[src/rtl/logic_seq_ctrl.sv]
// logic_seq_ctrl: programmable bit-sequencer applying one stored opcode to
// x_in/y_in every INTERVAL cycles, with a registered result z and change strobe.
// Optional looping mode is enabled by defining LSEQ_LOOP_EN (adds the loop port).
module logic_seq_ctrl #(
  parameter int unsigned INTERVAL = 10,
  parameter int unsigned DEPTH    = 16
) (
`ifdef LSEQ_LOOP_EN
  input  logic       loop,
`endif
  input  logic       clk,
  input  logic       rst_n,
  input  logic       start,
  input  logic       abort,
  input  logic       x_in,
  input  logic       y_in,
  input  logic       prog_we,
  input  logic [3:0] prog_addr,
  input  logic [2:0] prog_op,
  input  logic [4:0] prog_len,
  output logic       z,
  output logic       z_chg,
  output logic       busy,
  output logic       done,
  output logic [3:0] step_idx
);

  localparam int unsigned CNT_W = 8;
  localparam logic [CNT_W-1:0] RELOAD = CNT_W'(INTERVAL - 1);

  localparam logic [0:0] S_IDLE = 1'b0;
  localparam logic [0:0] S_RUN  = 1'b1;

  logic [0:0]       state_q, state_d;
  logic [CNT_W-1:0] cnt_q, cnt_d;
  logic [3:0]       step_q, step_d;
  logic [4:0]       len_q, len_d;
  logic             z_q, z_d;
  logic             z_chg_q, z_chg_d;
  logic             busy_q, busy_d;
  logic             fin_q, fin_d;
  logic             done_q;

  logic [2:0]       mem_q [DEPTH];
  logic [2:0]       op_c;
  logic             dec_c;
  logic             last_c;
  logic             loop_c;

`ifdef LSEQ_LOOP_EN
  assign loop_c = loop;
`else
  assign loop_c = 1'b0;
`endif

  // Program memory: writable only in IDLE, deliberately not reset.
  always_ff @(posedge clk) begin
    if (prog_we && (state_q == S_IDLE) && (32'(prog_addr) < DEPTH)) begin
      mem_q[prog_addr] <= prog_op;
    end
  end

  // Opcode fetch and decode for the current step.
  always_comb begin
    op_c  = 3'd7;
    dec_c = z_q;
    if (32'(step_q) < DEPTH) begin
      op_c = mem_q[step_q];
    end
    case (op_c)
      3'd0:    dec_c = ~x_in;
      3'd1:    dec_c = x_in | y_in;
      3'd2:    dec_c = x_in ^ y_in;
      3'd3:    dec_c = x_in & y_in;
      3'd4:    dec_c = y_in;
      3'd5:    dec_c = 1'b0;
      3'd6:    dec_c = 1'b1;
      default: dec_c = z_q;
    endcase
  end

  assign last_c = ({1'b0, step_q} == (len_q - 5'd1));

  // Next-state and output logic; done is staged through fin one cycle late.
  always_comb begin
    state_d = state_q;
    cnt_d   = cnt_q;
    step_d  = step_q;
    len_d   = len_q;
    z_d     = z_q;
    z_chg_d = 1'b0;
    fin_d   = 1'b0;
    case (state_q)
      S_IDLE: begin
        if (start && !abort) begin
          if (prog_len == 5'd0) begin
            fin_d = 1'b1;
          end else if (prog_len <= 5'd16) begin
            state_d = S_RUN;
            len_d   = prog_len;
            step_d  = 4'd0;
            cnt_d   = RELOAD;
          end
        end
      end
      S_RUN: begin
        if (abort) begin
          state_d = S_IDLE;
        end else if (cnt_q == '0) begin
          z_d     = dec_c;
          z_chg_d = (dec_c != z_q);
          cnt_d   = RELOAD;
          if (last_c) begin
            step_d = 4'd0;
            if (!loop_c) begin
              state_d = S_IDLE;
              fin_d   = 1'b1;
            end
          end else begin
            step_d = step_q + 4'd1;
          end
        end else begin
          cnt_d = cnt_q - CNT_W'(1);
        end
      end
      default: state_d = S_IDLE;
    endcase
    busy_d = (state_d == S_RUN);
  end

  // State and output registers.
  always_ff @(posedge clk or negedge rst_n) begin
    if (!rst_n) begin
      state_q <= S_IDLE;
      cnt_q   <= '0;
      step_q  <= '0;
      len_q   <= '0;
      z_q     <= 1'b0;
      z_chg_q <= 1'b0;
      busy_q  <= 1'b0;
      fin_q   <= 1'b0;
      done_q  <= 1'b0;
    end else begin
      state_q <= state_d;
      cnt_q   <= cnt_d;
      step_q  <= step_d;
      len_q   <= len_d;
      z_q     <= z_d;
      z_chg_q <= z_chg_d;
      busy_q  <= busy_d;
      fin_q   <= fin_d;
      done_q  <= fin_q;
    end
  end

  assign z        = z_q;
  assign z_chg    = z_chg_q;
  assign busy     = busy_q;
  assign done     = done_q;
  assign step_idx = step_q;

endmodule

[config.mk]
export PLATFORM = sky130hd
export DESIGN_NAME = logic_seq_ctrl
export DESIGN_NICKNAME = d
export VERILOG_FILES = /design/src/rtl/logic_seq_ctrl.sv
export SDC_FILE = /design/constraint.sdc
export NUM_CORES = 1
export LEC_CHECK = 0
export ABC_AREA = 1
export CORE_ASPECT_RATIO = 2
export CORE_MARGIN = 10
export CORE_UTILIZATION = 45
export CTS_CLUSTER_SIZE = 8
export DETAILED_ROUTE_END_ITERATION = 12
export PLACE_DENSITY = 0.71
export SYNTH_ARGS = -nofsm -noshare
export SYNTH_HDL_FRONTEND = slang
export SYNTH_SLANG_ARGS = --single-unit
[constraint.sdc]
create_clock -name clk -period 3 [get_ports clk]
set_input_delay 0.6 -clock clk [delete_from_list [all_inputs] [get_ports clk]]
set_output_delay 0.6 -clock clk [all_outputs]
set_load 0.1 [all_outputs]
=== After elaboration in Yosys (flattened, before gate mapping) ===
Memories as Yosys holds them, arrays and structs flattened.
Index checks and enable logic that the tools add are counted.
Widths: inputs -> output; s select.

* Bits in registers: 22
* RAM bits: 48
* Word-level logic and storage cells: 75
* Output and inout bits: 8
* Memories kept: 1
* Input port bits: 19

* Eq/ne operators: 13
* Muxes and demuxes: 32
* Reductions and logical operators: 10
* Magnitude comparators: 1
* $add $sub $neg: 3
* Bitwise logic cells: 7

{| class="wikitable"
|+ Memories
! memory !! depth !! width !! rd ports !! clocked after Yosys merged registers in !! wr ports !! line !! source
|-
| mem_q || 16 || 3 || 1 || 0 || 1 || 44 || <nowiki>logic [2:0] mem_q [DEPTH];</nowiki>
|}

{| class="wikitable"
|+ Operators by type and width
! operator !! count
|-
| $mux 8 || 5
|-
| $mux 4 || 6
|-
| $mux 1 || 16
|-
| $pmux 8 s2 || 1
|-
| $eq 3x3->1 const B || 3
|-
| $logic_not 8->1 || 1
|-
| $pmux 4 s2 || 1
|-
| $reduce_and 4->1 || 2
|-
| $sub 8x1->8 const B || 1
|-
| $pmux 1 s7 || 1
|-
| $eq 3x2->1 const B || 2
|-
| $ne 2x1->1 const B || 3
|-
| $eq 4x5->1 || 1
|-
| $le 5x5->1 const B || 1
|-
| $logic_not 5->1 || 1
|-
| $reduce_and 5->1 || 1
|-
| $sub 5x1->5 const B || 1
|-
| $add 4x1->4 const B || 1
|-
| $ne 2x2->1 const B || 2
|-
| $not 1->1 || 4
|-
| $pmux 1 s2 || 2
|-
| $eq 3x1->1 const B || 1
|-
| $logic_not 3->1 || 1
|-
| $reduce_and 3->1 || 1
|-
| other kinds (6) || 7
|}

=== Logic depth before layout (Yosys ltp) ===
Gate-level depths: netlist (run 1).
An unclocked memory read counts as a cell.

* Depth after elaboration: 7
* Gate-level depth with buffers: 17
* Depth with buffers taken out: 15

=== Worst setup path before layout (run 1) ===
OpenSTA, ideal clock, no wires.

* Path type: register to register
* Start: register step_q[1], in the netlist step_idx[1]
* End: register z_chg_q, in the netlist z_chg
* Stages on the path, launching flop included: 17
* Slack: 691 ps
* Data required time: 2,882 ps
* Clock period less this slack: 2,309 ps
* Arrival: 2,191 ps
* Buffers on the path: 1
* Library setup time: 118 ps
* Cell sequence: dfrtp_1 -> buf_4 -> nand2_1 -> inv_2 -> nand2_1 -> nor2_1 -> nor2_1 -> nand2_1 -> nand2_1 -> inv_1 -> nand2_1 -> nand2_1 -> nand3_1 -> nand2_1 -> nand2_1 -> nand2_1 -> nor2_2

* Cells in the longest elaborated chain, start to end: 7
* Elaborated cells on any way between the ends: 13
* Those cells by class: 7 x eq/ne; 4 x mux; 1 x reduce/logical; 1 x memory

{| class="wikitable"
|+ RTL lines
! item !! line !! source
|-
| from (decl) || 36 || <nowiki>logic [3:0] step_q, step_d;</nowiki>
|-
| from (signal assigned) || 146 || <nowiki>step_q <= step_d;</nowiki>
|-
| $mem_v2 16x3 * || -- ||
|-
| $eq 3x3->1 (tied with other cells) || 70 || <nowiki>case (op_c)</nowiki>
|-
| $pmux 1 s7 * || 70 ||
|-
| $ne 1x1->1 * || 111 || <nowiki>z_chg_d = (dec_c != z_q);</nowiki>
|-
| $mux 1 * || 109 || <nowiki>end else if (cnt_q == '0) begin</nowiki>
|-
| $mux 1 * || 107 || <nowiki>if (abort) begin</nowiki>
|-
| $mux 1 * || 93 || <nowiki>case (state_q)</nowiki>
|-
| net z_chg_d || 39 || <nowiki>logic z_chg_q, z_chg_d;</nowiki>
|-
| to (signal assigned) || 149 || <nowiki>z_chg_q <= z_chg_d;</nowiki>
|-
| to (decl) || 39 ||
|}

The timed path passes the listed nets; every way through them passes the cells marked *.
A chain may end at the register's enable or synchronous reset.

=== Worst setup path in the final report (run 1) ===
* Start: input port prog_len[1]
* End: register step_q[3], in the netlist step_idx[3]

* Cells in the longest elaborated chain, start to end: 3
* Elaborated cells on any way between the ends: 5
* Those cells by class: 1 x order compare; 2 x eq/ne; 2 x reduce/logical

{| class="wikitable"
|+ RTL lines
! item !! line !! source
|-
| from (decl) || 20 || <nowiki>input logic [4:0] prog_len,</nowiki>
|-
| $le 5x5->1 / $logic_not 5->1 (equally long branches) || 98, 96 ||
|-
| $ne 2x1->1 (no line) / $ne 2x2->1 (equally long branches) || -- ||
|-
| $reduce_and 5->1 (no line) * || -- ||
|}

Mark *: on every way between the ends. The rest lies on a longest branch, timed or not.

==> results, run 1 <==
- The number of distinct library cells after synthesis is 32.
- In this run the worst hold path is classified as flip-flop to flip-flop.
- The number of nets in the synthesized netlist is 394.
- The post-detailed-route via-to-cell ratio is 5.01.
- In this run the tightest slew margin relative to its limit is 57.9%.
- In the final routed layout, each cell accounts on average for 14.6 um.
- Once layout is done, the placed cells without fillers occupy roughly 4100 um2.
- edfxtp_1 takes more of the synthesized area than any other cell.
- The synthesized instance count is about 370.
- The sequential area share after synthesis is approximately 58%.
- Setup repair after global routing left no endpoint under its margin.
- CTS saw 70 sinks.
- In this run the deepest clock path goes through 2 buffers.
- The number of max-slew violations in the final report came to 0.
- The insertion delay to the later sink of the worst-skew pair is ~0.33 ns.
- The I/O pin count is 27.
- Data arrives at the worst endpoint at approximately 2.8 ns.
- Summed over all layers, the routed wires come to about 7.3 mm.
- The global route total overflow is 0.
- For the worst setup path, the data required time is between 3 and 4 ns.
- The total routing resource utilization after global routing is 13.6%.
- The most frequent cell on the critical path is nor2_4.
- Leaving out filler cells and counting taps, the final layout contains ~500.
- The level count of the clock H-tree is 3.
- The number of antenna diodes in the final layout is 0.
- The post-route fraction of the period consumed by the critical path is a little over four fifths.
- From synthesis to final layout, the design area changed by 18.5%.
- The number of post-CTS setup repair buffers is 0.
- The port buffer count is 26.
- The startpoint of the most critical register-to-register path is step_idx[0]$_DFFE_PN0P_.
- The share of final-layout standard cells stronger than drive strength 1 is 12.8%.
- The run finished with clean final reports.
- The final count of negative-setup-slack endpoints is 0.
- The critical path capture point type is a flip-flop.
- For this design the ratio of total power to cell area is around 780 nW/um2.
- The detail route stage leaves a number of antenna-violating nets equal to 0.
- STA classifies the critical path startpoint as a primary input.
- The number of warning messages in the yosys log is 0.
- Timing analysis after detailed placement gives a worst setup slack of 0.156 ns.
- The total power consumption of the routed design is about 3.2 mW.
- nand2_1 is the most common cell in the netlist.
- The placed standard-cell area is 3770 um2.
- The post-CTS clock slew at the launch and capture registers of the worst setup and hold paths is around 0.060 ns.
- For this run, design rule violations remaining after detail routing come to 0.
- The cell family contributing the most delay on the critical path is simple AND/OR/NAND/NOR gates.
- The detailed router placed 2502 vias in this run.
- On the worst path, the slowest cell contributes a delay of roughly 0.42 ns.
- The total standard cell area after synthesis is ~3400 um2.
- The share of synthesized area in the top cell type comes to a little over two fifths.
- For this run, the leading register cell type out of synthesis is edfxtp_1.
- The per-instance average area after synthesis is between 9 and 10 um2.
- The CTS tree is done.
- Of all nets on the critical path, the largest fanout is 7.
- The number of failing hold endpoints at the final stage is 0.
- Once placement completed, the tool counted placed cells totaling roughly 480.
- The via count of the first global-routing pass is ~2600.
- The timing startpoint of the critical path is prog_len[1].
- Walking the worst path, the cells encountered are clkdlybuf4s50_1 -> nor4_1 -> buf_4 -> inv_1 -> ha_1 -> nor2_1 -> and3_1 -> nor2_4 -> nor2_4 -> inv_2 -> nor2_2 -> nand2_1 -> xor2_1 -> a21oi_1.
- The number of iterations in the first detailed-routing pass is 4.
- The setup slack of the critical path after layout is 0.490 ns.
- The clock root buffer is clkbuf_16.
- The maximum number of pins on one net before global-route repair is 26.
- In the post-synthesis netlist, the biggest area contributors are edfxtp_1 (42%), dfrtp_1 (16%), nand2_1 (9.8%), nor2_1 (5.2%), inv_1 (4.2%).
- The area of the die is 11800 um2.
- The number of antenna violations at the first check in global routing is 0.
- Detailed placement ended at an HPWL of 5.60 mm.
- The count of buffer and inverter cells on the critical path is 4.
- In this run the horizontal extent of the chip is between 80 and 90 um.
- The post-cts sizing count is 0.
- Yosys mapped a number of flops with a built-in enable equal to 48.
- The maximum operating frequency is 398 MHz.
- The highest-delay cell along the critical path is clkdlybuf4s50_1.
- In this run, synthesis produced a sequential element count of 70.
- The slew at the pin closest to its max-slew limit is approximately 0.63 ns.
- The number of max-cap violations is 0.
- At the end of routability-driven placement, the weighted congestion stood at between 0.8 and 0.9.
- The worst supply voltage drop on vdd is between 0.4 and 0.5 mV.
- For this design, the CTS-stage hold fixing added 0 buffers.
- The core region is 7540 um2.
- The final period demand of the worst path is roughly 2.5 ns.
- The final layout contains between 400 and 500 nets.
- The first-pass GRT wire length is between 10 and 15 mm.
- The die extent in y is between 100 and 150 um.
- For this run, asynchronously set or reset flops after synthesis account for between 30% and 40%.
- The floorplan has 45 rows.
- The number of clock buffers added by TritonCTS is 9.
- The worst setup path is of the primary input to flip-flop kind.
- The cell leakage power is 1.77 nW.
- In the final timing run, aggregate negative setup slack is 0 ns.
- The number of DRC violations after detailed-routing iteration 0 is roughly 110.
- The startpoint of the tightest hold check path is fin_q$_DFF_PN0_.
- Across the routed clock network, the largest skew measured is 0.00307 ns.
- In the synthesized netlist, the cells that appear most often are nand2_1 (90), edfxtp_1 (48), nor2_1 (48).
- For this configuration, the core starts out at a cell density of about 46%.
[worst register-to-register path, cell delays in order, from the launching register on]
cell and delay [ns]:
dfrtp_1 0.65, buf_4 0.33, nand2_1 0.08, nand3_1 0.10, nand2_1 0.05, nor2_1 0.09
nand2_1 0.09, nand2_1 0.11, inv_1 0.07, nand3_1 0.08, nand3_1 0.10, nand2_1 0.09
nand2_1 0.05, nand2_1 0.07, nor2_2 0.03
[registers in the layout, summed over array words and instances, names as in the netlist]
| register | cells |
|---|---|
| busy | 1 |
| mem_q | 48 |
| len_q | 5 |
| z | 1 |
| done | 1 |
| cnt_q | 8 |
| step_idx | 4 |
| z_chg | 1 |
| fin_q | 1 |
[metrics by stage]
stage / hold slack [ns] / utilization, %
floorplan: 0.304 / -
global placement: 0.338 / 49.9
detailed placement: 0.346 / 49.9
CTS: 0.359 / 54.2
global route: 0.363 / 54.2
finish: 0.352 / 54.2
[layout make-up]
type / count / area [um2]
Fill cell: 673 / 3460
Sequential cell: 70 / 1990
Multi-Input combinational cell: 241 / 1200
Timing Repair Buffer: 30 / 270
Clock buffer: 9 / 225
Inverter: 48 / 185
Tap cell: 94 / 118
Clock inverter: 7 / 97.6
[metal layers]
layer / global-route usage [%] / routed length (um) / part of all wire [%] / vias to the layer above
met5: 0 / 0 / 0 / -
met4: 7.39 / 265 / 3.6 / 0
met3: 3.82 / 278 / 3.8 / 16
met2: 24.6 / 4190 / 57 / 51
met1: 13.0 / 2560 / 35 / 1173
li1: - / - / - / 1262
[cells by family after synthesis]
| kind of cell | Yosys count | synth area share (%) |
|---|---|---|
| xor+xnor | 7 | 1.78 |
| simple gates | 192 | 24.9 |
| buf+inv | 56 | 7.44 |
| compound gates | 34 | 5.26 |
| flops | 70 | 57.7 |
| fa+ha+maj | 8 | 2.90 |
[power breakdown]
group          switching (mW)  internal [mW]  total (mW)
registers              0.0926           1.10        1.20
logic                   0.588          0.278       0.866
clock network           0.390          0.729        1.12
[worst paths after layout]
| kind | to | slack, ns | cells past startpoint |
|---|---|---|---|
| min in group asynchronous | len_q[2]$_DFFE_PN0P_ | 0.63 | 2 |
| setup / recovery | step_idx[3]$_DFFE_PN0P_ | 0.49 | 14 |
| max in group asynchronous | z$_DFFE_PN0P_ | 2.14 | 2 |
| hold / removal | done$_DFF_PN0_ | 0.35 | 0 |
| setup reg to reg | z_chg$_DFF_PN0_ | 0.91 | 14 |
| hold reg to reg | done$_DFF_PN0_ | 0.35 | 0 |
[cells in the final DEF (no fill, tap or decap), types with 4 or more instances in the layout]
cell | synthesis | layout
nand3b_1 | 5 | 5
dfrtp_1 | 22 | 22
o21ai_1 | 5 | 5
inv_1 | 39 | 39
xor2_1 | 4 | 4
buf_4 | 3 | 12
ha_1 | 8 | 8
clkdlybuf4s50_1 | 0 | 18
nand3_1 | 28 | 28
nor2_2 | 5 | 5
nand2_1 | 90 | 90
clkbuf_16 | 0 | 9
inv_2 | 8 | 8
o21ai_0 | 11 | 11
a21oi_1 | 13 | 13
edfxtp_1 | 48 | 48
nor2_1 | 48 | 48
No activity file was read; power rests on OpenSTA's default activity.
==> run 2, diff against run 1 <==
==> constraint.sdc (replaced) <==
create_clock -name clk -period 2.62 [get_ports clk]
set_input_delay 0.524 -clock clk [delete_from_list [all_inputs] [get_ports clk]]
set_output_delay 0.524 -clock clk [all_outputs]
set_load 0.1 [all_outputs]
==> run 2 against run 1 <==
  * Critical path depth fell by 1
  * Power grew 12%
  * Cell area increased by 0.58%
  * Combinational power increased by 18%
  * Sequential cell count unchanged
  * Utilization increased by 0.32 points
  * Register-to-register slack worse by 0.41 ns
  * Global-route usage decreased by 0.40 points
  * Final cell count up 1.0%
  * Clock-buffer cell count did not move
  * Clock power rose by 4%
  * Hold slack is essentially flat
  * Largest cell class unchanged
  * Largest power group unchanged
  * Highest routed layer unchanged
==> results, run 2 (synthesis results as in run 1) <==
- The flow ran to the end, and the final reports show no timing, DRC or antenna violations.
- The post-cts sizing count was 0 (unchanged).
- The number of max-cap violations is 0 (unchanged).
- The number of instances in the placed design is 488 (+1.0%).
- The die extent in y is 144 um (unchanged).
- The number of iterations in the first detailed-routing pass is 7 (+3).
- STA classifies the critical path startpoint as a primary input.
- The number of antenna violations at the first check in global routing is 0 (unchanged).
- The cell leakage power is 1.78 nW (+1.1%).
- The total routing resource utilization after global routing is 13.2% (-0.40 points).
- The min-delay analysis places its worst path in the category flip-flop to flip-flop.
- The number of buffers inserted during clock tree synthesis is 9 (unchanged).
- The final routed wire length divided by cell count came to 14.4 um (-1.8%).
- The first-pass GRT wire length is 11.7 mm (-3.7%).
- The via count of the first global-routing pass is 2559 (-0.39%).
- The final antenna diode count is 0 (unchanged).
- The number of post-CTS setup repair buffers is 0 (unchanged).
- The data required time at the worst endpoint is 2.83 ns (-0.42 ns).
- The highest cell delay on the worst timing path is 0.43 ns (about the same).
- The row count is 45 (unchanged).
- From synthesis to final layout, the design area changed by 19.2%.
- The slew at the pin closest to its max-slew limit is 0.599 ns (-0.0299 ns).
- The worst supply voltage drop on vdd was 0.553 mV (+18%).
- The register ranked first by flip-flop count is mem_q.
- TritonCTS built the clock tree.
- Setup repair after global routing left no endpoint under its margin.
- The number of sinks driven by the clock tree is 70 (unchanged).
- The commonest non-fill, non-tap cell in the layout is nand2_1.
- The number of max-slew violations in the final report is 0 (unchanged).
- The total number of vias is 2500 (-0.080%).
- The final period demand of the worst path is between 2 and 2.5 ns.
- The initial cell density of the core came to 45.7% (unchanged).
- The largest registers in the layout are mem_q: 48 flops, cnt_q: 8 flops, len_q: 5 flops.
- The number of DRC violations after detailed-routing iteration 0 was 147 (+31%).
- The critical path capture point type is a flip-flop.
- The headroom to the max-slew limit is 59.9% (+2.0 points).
- The post-CTS clock slew at the launch and capture registers of the worst setup and hold paths is 0.06 ns (about the same).
- For this run, the top clock speed supported by timing is about 430 MHz.
- The smallest hold slack came to 0.352 ns (-0.000223 ns).
- The overall die width is 81.9 um (unchanged).
- The worst setup skew after layout was 0.00521 ns (+0.00213 ns).
- The maximum root-to-sink buffer count is 2 (unchanged).
- Among the stages of the critical path, the cell type that occurs most often is nand3b_1.
- The standard cell core area is 7540 um2 (unchanged).
- On the critical path, the stage with the largest delay is an instance of clkdlybuf4s50_1.
- The share of final-layout standard cells stronger than drive strength 1 is 14.1% (+1.3 points).
- Walking the worst path, the cells encountered are clkdlybuf4s50_1 -> nor4_2 -> buf_4 -> inv_1 -> ha_1 -> nor2_1 -> and3_1 -> nor2_4 -> inv_2 -> nand3b_1 -> nand3b_1 -> o21ai_1 -> a21oi_1.
- The post-detailed-route via-to-cell ratio came to 4.96 (-1.1%).
- The type of the worst setup path is primary input to flip-flop.
- The non-filler instance count after layout is 504 (+1.0%).
- The port buffer count came to 26 (unchanged).
- The count of buffer and inverter cells on the critical path is 4 (unchanged).
- The power density normalized to cell area is 865 nW/um2 (+11%).
- The level count of the clock H-tree is 3 (unchanged).
- The insertion delay to the later sink of the worst-skew pair came to 0.33 ns (about the same).
- The number of failing hold endpoints at the final stage is 0 (unchanged).
- The area of the die was 11800 um2 (unchanged).
- The global route total overflow is 0 (unchanged).
- The number of remaining DRC errors is 0 (unchanged).
- The critical path data arrival time is 2.55 ns (-0.21 ns).
- The clock root buffer is clkbuf_16.
- Leaving out fill and tap cells, the most frequent cells in the layout are nand2_1 (90), nor2_1 (48), edfxtp_1 (48).
- The number of flip-flops in the largest register was 48 (unchanged).
- The total of hold buffers inserted after clock tree synthesis was 0 (unchanged).
- The net count reported at finish came to 432 (+1.2%).
- The maximum number of pins on one net before global-route repair is 26 (unchanged).
- The detailed placement HPWL came to 5.49 mm (-1.9%).
- The sum of routed wire length over all layers is 7.24 mm (-0.77%).
- The cell family contributing the most delay on the critical path is simple AND/OR/NAND/NOR gates.
- The final count of negative-setup-slack endpoints is 0 (unchanged).
- The largest fanout of any net on the critical path was 4 (-3).
- The global placement routability congestion was 0.792 (-4.1%).
- The I/O pin count is 27 (unchanged).
- The number of nets with antenna violations after routing was 0 (unchanged).
- The post-route fraction of the period consumed by the critical path is roughly nine tenths.
-- run 2: cell types whose count changed in the layout (fill, tap and decap cells not counted) --
cell / change
buf_4: +4
clkinv_2: +3
clkinv_4: -1
bufinv_16: -1
nor4_1: -1
buf_12: +1
inv_6: -1
nor4_2: +1
-- run 2: worst register-to-register path, cell delays in order (launching register included) --
cell and delay [ns]:
dfrtp_1 0.70, buf_4 0.33, nand2_1 0.08, nand3_1 0.08
nand2_1 0.05, nor2_1 0.09, nand2_1 0.09, nand2_1 0.10
inv_1 0.06, nand3_1 0.08, nand3_1 0.10, nand2_1 0.09
nand2_1 0.05, nand2_1 0.07, nor2_2 0.03
-- run 2: layout make-up --
type / count / area, um2
Sequential cell: 70 / 1990
Multi-Input combinational cell: 241 / 1210
Timing Repair Buffer: 35 / 320
Fill cell: 694 / 3430
Tap cell: 94 / 118
Clock inverter: 7 / 65.1
Clock buffer: 9 / 225
Inverter: 48 / 185
-- run 2: layer usage --
layer	routed length, um	vias to the layer above	track usage [%]
met3	310	15	3.63
met2	4070	57	24.4
li1	-	1273	-
met5	0	-	0
met1	2640	1155	12.1
met4	222	0	7.39
-- run 2: where the power goes --
part           switching [mW]  internal (mW)
Combinational           0.669          0.347
Sequential              0.111           1.26
Clock                   0.436          0.728
Total                    1.22           2.34
-- run 2: final timing paths --
path                                         startpoint                    to  slack (ns)  cells after the start
worst max register to register  step_idx[0]$_DFFE_PN0P_       z_chg$_DFF_PN0_        0.50                     14
min in group asynchronous                         rst_n  len_q[3]$_DFFE_PN0P_        0.55                      2
worst min-delay path                    fin_q$_DFF_PN0_        done$_DFF_PN0_        0.35                      0
worst max-delay path                        prog_len[1]  cnt_q[7]$_DFFE_PN0P_        0.27                     13
worst min register to register          fin_q$_DFF_PN0_        done$_DFF_PN0_        0.35                      0
max in group asynchronous                         rst_n  cnt_q[5]$_DFFE_PN0P_        1.84                      2
-- run 2: metrics by stage --
step                      instance area [um2]  power (mW)  TNS [ns]  util, %  setup WS, ns
after global placement                   3820        2.39    -0.297     50.6        -0.107
after floorplan                          3450        2.18         0        -         0.311
final                                    4110        3.56         0     54.5         0.272
after detailed placement                 3820        2.41    -0.283     50.6        -0.108
after CTS                                4110        3.58         0     54.4         0.223
after global routing                     4110        3.75         0     54.5        0.0397
==> run 3, diff against run 2 <==
==> constraint.sdc (replaced) <==
create_clock -name clk -period 2.62 [get_ports clk]
set_input_delay 0.524 -clock clk [delete_from_list [all_inputs] [get_ports clk]]
set_output_delay 0.524 -clock clk [all_outputs]
set_load 0.005 [all_outputs]
==> run 3 against run 2 <==
  * Via count rose by 1.3%
  * Clock power rose by 20%
  * Sequential share of layout area fell by 0.83 points
  * Sequential power barely moved
  * Global-route usage rose by 0.092 points
  * Non-clock buffer count rose by 1
  * Largest power group is now clock
==> results, run 3 (synthesis results as in run 1) <==
- The flow ran to the end, and the final reports show no timing, DRC or antenna violations.
- The total of hold buffers inserted after clock tree synthesis came to 0 (unchanged).
- The element type at the critical path start is a primary input.
- The total number of vias was 2532 (+1.3%).
- The non-filler instance count after layout is 505 (+0.20%).
- The number of antenna violations at the first check in global routing came to 0 (unchanged).
- The CTS tree is done.
- The number of sinks driven by the clock tree was 70 (unchanged).
- The minimum setup slack after placement is -0.127 ns (-0.0184 ns).
- The worst hold path class is flip-flop to flip-flop.
- The headroom to the max-slew limit came to 57.1% (-2.8 points).
- The final antenna diode count is 0 (unchanged).
- The number of iterations in the first detailed-routing pass is 4 (-3).
- The share of final-layout standard cells stronger than drive strength 1 is 12.7% (-1.5 points).
- The critical path capture point type is a flip-flop.
- The worst supply voltage drop on vdd was 0.750 mV (+35%).
- The share of total power in combinational logic is 23.4% (-5.2 points).
- The post-CTS clock slew at the launch and capture registers of the worst setup and hold paths was 0.06 ns (about the same).
- The overall die width is 81.9 um (unchanged).
- The cell depth of the worst flop-to-flop path came to 15 (+1).
- The number of max-slew violations in the final report was 0 (unchanged).
- The number of flip-flops in the largest register is 48 (unchanged).
- The setup TNS after final layout is 0 ns (unchanged).
- The final period demand of the worst path is 2.35 ns (+0.00624 ns).
- The power density normalized to cell area is 864 nW/um2 (about the same).
- The net count reported at finish is 433 (+0.23%).
- The number of nets with antenna violations after routing came to 0 (unchanged).
- The post-route fraction of the period consumed by the critical path was 89.9% (+0.24 points).
- The net switching power of the design is 1.08 mW (-11%).
- The clock network power share is 38.5% (+5.7 points).
- The worst hold path stage count is 0 (unchanged).
- The internal cell power is 2.53 mW (+8.4%).
- The level count of the clock H-tree is 3 (unchanged).
- The type of the worst setup path is primary input to flip-flop.
- The final count of negative-setup-slack endpoints came to 0 (unchanged).
- The number of max-cap violations is 0 (unchanged).
- The via count of the first global-routing pass came to 2571 (+0.47%).
- The total routing resource utilization after global routing is 13.3% (+0.092 points).
- The data required time at the worst endpoint is 2.88 ns (+0.05 ns).
- The commonest non-fill, non-tap cell in the layout is nand2_1.
- The port buffer count is 26 (unchanged).
- The die extent in y came to 144 um (unchanged).
- The number of failing hold endpoints at the final stage is 0 (unchanged).
- The destination of the worst register-to-register timing path is z_chg$_DFF_PN0_.
- In the final layout, the registers with the most flip-flops are mem_q: 48 flops, cnt_q: 8 flops, len_q: 5 flops.
- The worst setup skew after layout came to 0.00239 ns (-0.00282 ns).
- The first-pass GRT wire length is 11.8 mm (+0.59%).
- The worst reg-to-reg setup slack came to 0.45 ns (-0.05 ns).
- In this run the clock root is driven by a clkbuf_16.
- The initial cell density of the core was 45.7% (unchanged).
- The number of instances in the placed design is 489 (+0.20%).
- The standard cell core area is 7540 um2 (unchanged).
- The largest fanout of any net on the critical path is 3 (-1).
- The sequential power share is 38.1% (-0.6 points).
- The cell leakage power was 1.80 nW (+0.71%).
- The maximum operating frequency came to 425 MHz (-0.27%).
- The final routed wire length divided by cell count came to 14.4 um (+0.28%).
- The area of the die was 11800 um2 (unchanged).
- From synthesis to final layout, the design area changed by 21.3%.
- In the layout the commonest cells are nand2_1 (90), nor2_1 (48), edfxtp_1 (48).
- The number of post-CTS setup repair buffers is 0 (unchanged).
- The startpoint identified for the worst register-to-register timing path is step_idx[0]$_DFFE_PN0P_.
- The I/O pin count is 27 (unchanged).
- The insertion delay to the later sink of the worst-skew pair came to 0.33 ns (about the same).
- The detailed placement HPWL is 5.50 mm (+0.25%).
- The global placement routability congestion was 0.823 (+4.0%).
- The number of filler instances in the final layout came to 672 (-3.2%).
- The row count is 45 (unchanged).
- The setup slack of the critical path after layout is 0.265 ns (-0.00624 ns).
- The critical path data arrival time is 2.61 ns (+0.06 ns).
- The global route total overflow is 0 (unchanged).
- The maximum number of pins on one net before global-route repair was 26 (unchanged).
- Setup repair after global routing left no endpoint under its margin.
- The fraction of power spent switching nets is 29.9% (-4.3 points).
- The number of remaining DRC errors is 0 (unchanged).
- The slew at the pin closest to its max-slew limit is 0.643 ns (+0.0444 ns).
- The maximum root-to-sink buffer count is 2 (unchanged).
- The post-detailed-route via-to-cell ratio is 5.01 (+1.1%).
- The startpoint of the tightest hold check path is fin_q$_DFF_PN0_.
- The hold-critical path endpoint is done$_DFF_PN0_.
- The number of buffers inserted during clock tree synthesis is 9 (unchanged).
- The number of DRC violations after detailed-routing iteration 0 was 78 (-47%).
- The register ranked first by flip-flop count is mem_q.
- The sum of routed wire length over all layers is 7.28 mm (+0.48%).
-- run 3: cell types whose count changed in the layout (fill, tap and decap cells not counted) --
cell,before,now
clkdlybuf4s50_1,18,26
clkinv_4,1,2
clkinv_2,3,1
bufinv_16,1,3
clkinv_1,1,0
buf_12,1,0
buf_4,16,10
clkinvlp_4,1,0
inv_6,1,2
-- run 3: worst max-delay path by stage --
stage | start | endpoint | depth (start not counted)
after floorplan | prog_len[1] | step_idx[3]$_DFFE_PN0P_ | 13
after global placement | prog_len[1] | step_idx[3]$_DFFE_PN0P_ | 14
after detailed placement | prog_len[1] | step_idx[3]$_DFFE_PN0P_ | 14
after CTS | prog_len[1] | step_idx[3]$_DFFE_PN0P_ | 14
after global routing | prog_len[1] | step_idx[3]$_DFFE_PN0P_ | 14
final | prog_len[1] | step_idx[3]$_DFFE_PN0P_ | 14
-- run 3: final cells by class --
class | instances | area, um2 | share of cell area (%)
Multi-Input combinational cell | 241 | 1210 | 28.9
Tap cell | 94 | 118 | 2.81
Timing Repair Buffer | 36 | 335 | 8.01
Clock inverter | 7 | 121 | 2.90
Sequential cell | 70 | 1990 | 47.6
Inverter | 48 | 185 | 4.43
Clock buffer | 9 | 225 | 5.38
-- run 3: power groups by stage --
stage / registers (mW) / clock network [mW] / logic, mW
final: 1.38 / 1.39 / 0.847
after detailed placement: 1.40 / 0 / 0.848
after global routing: 1.39 / 1.46 / 0.952
after global placement: 1.40 / 0 / 0.826
after CTS: 1.38 / 1.41 / 0.854
after floorplan: 1.34 / 0 / 0.698
-- run 3: worst max-delay path: stages --
cell and delay (ns):
clkdlybuf4s50_1 0.43, nor4_2 0.31, buf_4 0.16, inv_1 0.04, ha_1 0.16, nor2_1 0.08, and3_1 0.23, nor2_4 0.07
nor2_4 0.12, inv_2 0.04, nor2_2 0.10, nand2_1 0.08, xor2_1 0.14, a21oi_1 0.12
-- run 3: layer usage --
| metal | track usage (%) | up-vias | wire, um |
|---|---|---|---|
| met5 | 0 | - | 0 |
| met3 | 3.44 | 25 | 283 |
| met2 | 24.0 | 53 | 4070 |
| met1 | 12.1 | 1183 | 2570 |
| li1 | - | 1271 | - |
| met4 | 9.19 | 0 | 346 |
-- run 3: stage by stage --
stage          area (um2)  power, mW  utilization, %  hold slack, ns
2_1_floorplan        3450       2.04               -           0.228
3_3_place_gp         3830       2.22            50.8           0.337
3_5_place_dp         3830       2.25            50.8           0.345
4_1_cts              4180       3.65            55.4           0.358
5_1_grt              4180       3.80            55.5           0.362
6_report             4180       3.62            55.5           0.355
-- run 3: what timing repair did --
item                                   in CTS  in global routing
endpoints found under the hold margin       0                  0
setup endpoints to repair                   0                  2
resized for setup                           0                  1
